===== src/rtl/banco_registros_param.sv =====
// Multi-port register file with synchronous write, combinational reads, optional bypass and zero register.
// Latency: reads are combinational; writes become visible one cycle later, or in the same cycle when bypass is on.
// Backpressure: none; while the bulk-clear engine is busy, writes are discarded and flagged on wr_drop.
module banco_registros_param #(
    parameter int DATA_W   = 32,
    parameter int ADDR_W   = 5,
    parameter int NUM_RD   = 2,
    parameter int ZERO_REG = 1,
    parameter int BYPASS   = 1
) (
    input  logic                       clk,
    input  logic                       rst,
    input  logic [NUM_RD*ADDR_W-1:0]   ra,
    output logic [NUM_RD*DATA_W-1:0]   dr,
    input  logic [ADDR_W-1:0]          dir,
    input  logic [DATA_W-1:0]          di,
    input  logic                       reg_write,
    input  logic                       clr_req,
    output logic                       clr_busy,
    output logic                       clr_done,
    output logic                       wr_drop
);

    localparam int                DEPTH    = 1 << ADDR_W;
    localparam logic [ADDR_W-1:0] LAST_IDX = ADDR_W'(DEPTH - 1);

    typedef enum logic [1:0] {
        S_IDLE  = 2'd0,
        S_CLEAR = 2'd1,
        S_DONE  = 2'd2
    } state_t;

    state_t              state_q;
    logic [ADDR_W-1:0]   clr_idx_q;
    logic                clr_busy_q;
    logic                clr_done_q;
    logic [DATA_W-1:0]   regs_q [DEPTH];

    logic                wr_zero;
    logic                wr_acc;

    // A write to register 0 is meaningless when it is hardwired to zero.
    assign wr_zero  = (ZERO_REG != 0) && (dir == '0);
    // The clear engine owns the array while busy, so host writes lose arbitration.
    assign wr_acc   = reg_write && !clr_busy_q && !wr_zero;
    assign wr_drop  = reg_write && (clr_busy_q || wr_zero);
    assign clr_busy = clr_busy_q;
    assign clr_done = clr_done_q;

    // Clear sequencer: walks every index once, then gives a one-cycle done pulse.
    always_ff @(posedge clk or posedge rst) begin
        if (rst) begin
            state_q    <= S_IDLE;
            clr_idx_q  <= '0;
            clr_busy_q <= 1'b0;
            clr_done_q <= 1'b0;
        end else begin
            case (state_q)
                S_IDLE: begin
                    clr_done_q <= 1'b0;
                    if (clr_req) begin
                        state_q    <= S_CLEAR;
                        clr_idx_q  <= '0;
                        clr_busy_q <= 1'b1;
                    end
                end
                S_CLEAR: begin
                    if (clr_idx_q == LAST_IDX) begin
                        state_q    <= S_DONE;
                        clr_idx_q  <= '0;
                        clr_busy_q <= 1'b0;
                        clr_done_q <= 1'b1;
                    end else begin
                        clr_idx_q  <= clr_idx_q + ADDR_W'(1);
                    end
                end
                S_DONE: begin
                    state_q    <= S_IDLE;
                    clr_done_q <= 1'b0;
                end
                default: begin
                    state_q    <= S_IDLE;
                    clr_idx_q  <= '0;
                    clr_busy_q <= 1'b0;
                    clr_done_q <= 1'b0;
                end
            endcase
        end
    end

    // One storage flop per register; the clear engine and the host write port are mutually exclusive.
    for (genvar r = 0; r < DEPTH; r++) begin : g_reg
        // Register r: async zero, cleared when the engine reaches it, else loaded on an accepted write.
        always_ff @(posedge clk or posedge rst) begin
            if (rst) begin
                regs_q[r] <= '0;
            end else if (clr_busy_q && (clr_idx_q == ADDR_W'(r))) begin
                regs_q[r] <= '0;
            end else if (wr_acc && (dir == ADDR_W'(r))) begin
                regs_q[r] <= di;
            end
        end
    end

    // Independent combinational read ports.
    for (genvar k = 0; k < NUM_RD; k++) begin : g_rd
        logic [ADDR_W-1:0] rd_addr;
        logic [DATA_W-1:0] rd_dat;

        assign rd_addr = ra[k*ADDR_W +: ADDR_W];

        // Priority: hardwired zero, then forwarded write data, then stored contents.
        always_comb begin
            rd_dat = regs_q[rd_addr];
            if ((BYPASS != 0) && wr_acc && (rd_addr == dir)) begin
                rd_dat = di;
            end
            if ((ZERO_REG != 0) && (rd_addr == '0)) begin
                rd_dat = '0;
            end
        end

        assign dr[k*DATA_W +: DATA_W] = rd_dat;
    end

endmodule


===== config.mk =====
export PLATFORM = sky130hd
export DESIGN_NAME = banco_registros_param
export DESIGN_NICKNAME = d
export VERILOG_FILES = /design/src/rtl/banco_registros_param.sv
export SDC_FILE = /design/constraint.sdc
export NUM_CORES = 2
export LEC_CHECK = 0
export CAP_MARGIN = 15
export CORE_ASPECT_RATIO = 2
export CORE_UTILIZATION = 53
export CTS_BUF_LIST = sky130_fd_sc_hd__clkbuf_16
export DETAILED_ROUTE_END_ITERATION = 16
export GPL_TIMING_DRIVEN = 0
export PLACE_DENSITY = 0.79
export SYNTH_ARGS = -nofsm -noshare
export SYNTH_HDL_FRONTEND = slang
export SYNTH_SLANG_ARGS = --single-unit

===== constraint.sdc =====
create_clock -name clk -period 80.4 [get_ports clk]
set_input_delay 24.12 -clock clk [delete_from_list [all_inputs] [get_ports clk]]
set_output_delay 24.12 -clock clk [all_outputs]
set_load 0.01 [all_outputs]

==> results of run 1 <==
[synthesized netlist by cell type (6+ instances only)]
cell type     n  share of area, %
dfrtp_1    1033                44
nor2_1      143              0.91
nor3b_1       9              0.12
clkbuf_2      7             0.060
a22oi_1      26              0.33
or2_2         8             0.085
mux2i_1     253               4.3
inv_1         8             0.051
nor3_1       63              0.54
mux4_1        9              0.40
a221o_1      24              0.41
o2111ai_1     6             0.089
nand2_1    2060                13
a21oi_1    1037               8.8
o22a_1       12              0.18
buf_1        11             0.070
buf_4        36              0.46
o21ai_0      57              0.49
o211ai_1      9              0.12
o22ai_1      52              0.55
buf_6        29              0.56
nand3_1      21              0.18
a211oi_1     11              0.14
xnor2_1      11              0.16
mux2_2       37              0.71
mux4_2      403                15
buf_2        69              0.59
o221ai_1     12              0.18
clkbuf_1    474               3.0
nor4_1        6             0.064
a221oi_1     70               1.0
buf_8         7              0.18
nand2b_1     29              0.31
o21bai_1     11              0.14
a31oi_1      18              0.19
ha_1          6              0.13
and2_1       36              0.38
nor2b_1      15              0.16
o21a_1        8              0.10
[through the flow]
stage	instance area (um^2)	utilization, %	instances
floorplan	58700	-	6200
global placement	61200	55.8	7668
detailed placement	62400	56.8	7729
CTS	65600	59.8	7909
[kinds of logic after synthesis]
group | share of synthesized area [%]
AO/OA/AOI/OAI | 13.4
XOR/XNOR | 0.179
adder cells (fa/ha/maj) | 0.128
buffers and inverters | 5.13
flip-flops | 44.0
multiplexers | 21.0
AND/OR/NAND/NOR | 16.2
[per-layer routing]
layer  GRT usage (%)  GRT overflow
met3            68.1            52
met2            95.4           739
met4            80.6           422
met5            40.6             6
met1            80.8            21
==> run_results.csv, run 1 <==
group,metric,value,unit
clock_network,postCtsResizedCells,0,
logic_synthesis,synth_area_per_cell,9.47,um^2
placement,gp_congestion,1.32,
logic_synthesis,async_reset_ff_share,100,%
logic_synthesis,synthCells,6200,
placement,numPortBuffers,76,
clock_network,cts_buffers,99,
status,firstError,"[ERROR GRT-0116] Global routing finished with congestion. Check the congestion regions in the DRC Viewer.",
grt,grt_pass1_wl,636000,um
clock_network,cts.path.max_buffers,3,
grt,overflow,1240,
floorplanning,die_x,237,um
logic_synthesis,yosysWarnings,0,
status,stop_stage,"global routing",
clock_network,cts.sinks,1033,
floorplanning,ios,118,
floorplanning,fp.dieH,473,um
logic_synthesis,ys_ff_latch,1033,
placement,hpwl,287000,um
clock_network,root_buffer,"clkbuf_16",
logic_synthesis,synth_edf_count,0,
logic_synthesis,syn-num-nets,6257,
floorplanning,rows,172,
grt,grt_usage,81.1,%
clock_network,hold_buffers,0,
floorplanning,initial_utilization,53.5,%
logic_synthesis,seq_area_frac_synth,44.0,%
logic_synthesis,synthDistinctLibCells,67,
logic_synthesis,syn_area,58700,um^2
grt,first_global_vias,67500,
grt,grt_max_degree,130,
clock_network,h-tree-depth,3,
logic_synthesis,ys.flop_type,"dfrtp_1",
clock_network,cts_setup_buffers,0,
status,status,"stopped before the end",
placement,pre_cts_ws,27270,ps
==> run 2: changes to the inputs <==
--- a/config.mk
+++ b/config.mk
@@ -6,12 +6,10 @@
 export NUM_CORES = 2
 export LEC_CHECK = 0
 export CAP_MARGIN = 15
-export CORE_ASPECT_RATIO = 2
-export CORE_UTILIZATION = 53
-export CTS_BUF_LIST = sky130_fd_sc_hd__clkbuf_16
+export CORE_UTILIZATION = 38
 export DETAILED_ROUTE_END_ITERATION = 16
 export GPL_TIMING_DRIVEN = 0
-export PLACE_DENSITY = 0.79
+export PLACE_DENSITY_LB_ADDON = 0.15
 export SYNTH_ARGS = -nofsm -noshare
 export SYNTH_HDL_FRONTEND = slang
 export SYNTH_SLANG_ARGS = --single-unit
==> run 2 against run 1 <==
Compared with the run above: the run now ends clean; synthesized cell count did not move; synthesized area is the same.
==> run_results.csv, run 2 <==
group,metric,value,unit
floorplanning,fp.dieH,395,um
sta,setup_tns,0,ps
placement,hpwl,285000,um
run,drv_cap,0,
power_and_ir_drop,seqPwrFrac,38.5,%
logic_synthesis,synth_compound_area_share,13.4,%
sta,fmax,18.6,MHz
layout,top_regs,"regs_q: 1024 flops, clr_idx_q: 5 flops, state_q: 2 flops",
logic_synthesis,seq_area_frac_synth,44.0,%
critical_path,rr_startpoint,"clr_busy",
power_and_ir_drop,switchingPower,0.602,mW
floorplanning,rows,143,
logic_synthesis,ys.flop_type,"dfrtp_1",
layout,post-route-util,44.2,%
logic_synthesis,syn_area,58700,um^2
clock_network,root_buffer,"clkbuf_16",
placement,post_dp_cell_area,62900,um^2
logic_synthesis,synthDistinctLibCells,67,
clock_network,clk_latency,830,ps
clock_network,h-tree-depth,4,
layout,seq_area,25800,um^2
layout,final.fill_count,14900,
grt,grt_max_degree,121,
floorplanning,die_x,395,um
clock_network,cts_setup_buffers,0,
clock_network,hold_buffers,0,
sta,setup_violations,0,
logic_synthesis,yosysMostFrequentCell,"nand2_1",
layout,largest_reg_flops,1024,
layout,area_growth,14.7,%
power_and_ir_drop,leakagePower,27.6,nW
logic_synthesis,async_reset_ff_share,100,%
critical_path,crit_top_cell,"clkdlybuf4s50_1",
sta,fin_crit_sh,66.8,%
logic_synthesis,synth.area.mux_share,21.0,%
sta,slew_headroom,0.611,%
detailed_routing,detail_route.drc_violations,0,
grt,first_global_vias,52500,
grt,grt_pass1_wl,496000,um
logic_synthesis,syn-num-nets,6257,
floorplanning,core,153000,um^2
floorplanning,initial_utilization,38.5,%
critical_path,cpPeakStageDelay,940,ps
power_and_ir_drop,p_clk_share,37.8,%
detailed_routing,postRouteAntennaNets,0,
clock_network,postCtsResizedCells,0,
critical_path,crit_type,"input port to output port",
detailed_routing,via_per_inst,6.73,
logic_synthesis,synth_top_family_by_area,"multiplexers",
logic_synthesis,synth_top_area_share,44.0,%
critical_path,crit_required,56280,ps
power_and_ir_drop,swShare,35.8,%
hold_path,hp-class,"register to register",
critical_path,startpoint_type,"input port",
power_and_ir_drop,irDropWorstVdd,21.5,uV
sta,worstMarginPinSlew,1490,ps
grt,grt_usage,48.1,%
critical_path,cp_slowest_cell,"clkbuf_2",
layout,layout_commonest_cell,"nand2_1",
detailed_routing,wirelength,382000,um
clock_network,cts.sinks,1033,
floorplanning,die-area,156000,um^2
layout,layout-drive-gt1-share,13.6,%
status,status,"complete, no violations",
hold_path,hp-start,"state_q[1]",
layout,top_register,"regs_q",
critical_path,critPathLaunch,"ra[6]",
layout,layout_common_cells,"nand2_1 (2,060), a21oi_1 (1,037), dfrtp_1 (1,033)",
logic_synthesis,synth_area_leaders,"dfrtp_1 (44%), mux4_2 (15%), nand2_1 (13%), a21oi_1 (8.8%), mux2i_1 (4.3%)",
logic_synthesis,synth_adder_area_share,0.128,%
placement,numPortBuffers,76,
power_and_ir_drop,power,1.68,mW
logic_synthesis,ys_ff_latch,1033,
power_and_ir_drop,p_per_area,25.0,nW/um^2
logic_synthesis,yosysWarnings,0,
layout,multi_input_comb_area,29900,um^2
sta,fin_worst_skew,34.5,ps
detailed_routing,wl_per_cell,44.4,um
placement,gp_congestion,1.18,
logic_synthesis,yosys.area.top_type,"dfrtp_1",
detailed_routing,dr.pass1.iters,7,
critical_path,cp.arrival,29620,ps
floorplanning,ios,118,
layout,nets,6508,
power_and_ir_drop,p_int,1.08,mW
clock_network,cts_tree,"yes",
grt,overflow,0,
logic_synthesis,synth_common_cells,"nand2_1 (2,060), a21oi_1 (1,037), dfrtp_1 (1,033)",
detailed_routing,num_vias,57800,
logic_synthesis,synthCells,6200,
layout,fin_area,67400,um^2
clock_network,clkTransAtPathRegs,50,ps
sta,rsz0062_at_grt,"no",
sta,hold_violations,0,
critical_path,worstSetupEndpointType,"output port",
logic_synthesis,synth_edf_count,0,
clock_network,cts.path.max_buffers,3,
logic_synthesis,synth_area_per_cell,9.47,um^2
sta,fin_crit,53740,ps
detailed_routing,drtIter0Drc,10400,
critical_path,worstPathMaxFanout,12,
grt,antenna_found_initial,35,
logic_synthesis,synth_xor_area_share,0.179,%
clock_network,cts_buffers,131,
logic_synthesis,synth-simple-area-share,16.2,%
power_and_ir_drop,p_comb_share,23.7,%
critical_path,cp_cell_sequence,"clkdlybuf4s50_1 -> buf_4 -> buf_2 -> clkbuf_2 -> nand3b_1 -> o22ai_1 -> nor4_1 -> nor3_1 -> nor2_1 -> clkdlybuf4s50_1",
sta,slew_violations,0,
-- run 2: routing by layer --
metal | vias up | wire length, um | track usage [%]
met3 | 1201 | 61100 | 24.9
met4 | 36 | 32700 | 33.3
li1 | 22200 | - | -
met2 | 4937 | 145000 | 61.8
met5 | - | 577 | 0.985
met1 | 29400 | 143000 | 61.3
-- run 2: worst paths after layout --
path / end / slack (ps) / depth (start not counted)
min in group asynchronous: regs_q[317] / 23700 / 2
setup reg to reg: regs_q[198] / 75820 / 5
max in group asynchronous: regs_q[594] / 54170 / 6
hold reg to reg: state_q[0] / 470 / 1
hold / removal: state_q[0] / 470 / 1
setup / recovery: dr[59] / 26660 / 10
-- run 2: power by group through the flow --
stage	registers, mW	logic [mW]	clock network (mW)
2_1_floorplan	0.626	0.203	0
3_3_place_gp	0.651	0.362	0
3_5_place_dp	0.651	0.371	0
4_1_cts	0.643	0.372	0.633
5_1_grt	0.653	0.399	0.652
6_report	0.649	0.398	0.636
-- run 2: cells by family after synthesis --
| logic type | count (synthesis) |
|---|---|
| compound gates | 1386 |
| xor+xnor | 12 |
| fa+ha+maj | 6 |
| buf+inv | 647 |
| flops | 1033 |
| mux | 704 |
| simple gates | 2412 |
-- run 2: worst max-delay path, delay by kind of cell --
family	cells	cell delay, ps
buffers and inverters	5	3400
AND/OR/NAND/NOR	4	1310
AO/OA/AOI/OAI	1	740
-- run 2: metrics by stage --
| step | hold slack (ps) | setup slack (ps) | cells |
|---|---|---|---|
| 2_1_floorplan | 432 | 27210 | 6200 |
| 3_5_place_dp | 460 | 27150 | 8347 |
| 4_1_cts | 467 | 27140 | 8574 |
| 6_report | 468 | 26660 | 8593 |
| 3_3_place_gp | 454 | 11650 | 8306 |
| 5_1_grt | 503 | 26950 | 8577 |
-- run 2: cell type report --
cell class / count / share of cell area, %
tap: 2030 / 3.77
buffer: 638 / 4.45
sequential: 1033 / 38.4
clock inverter: 43 / 0.995
timing repair buffer: 118 / 2.27
multi-input combinational: 4520 / 44.4
antenna: 18 / 0.0668
inverter: 9 / 0.0613
clock buffer: 184 / 5.62
No activity file was read; power rests on OpenSTA's default activity.
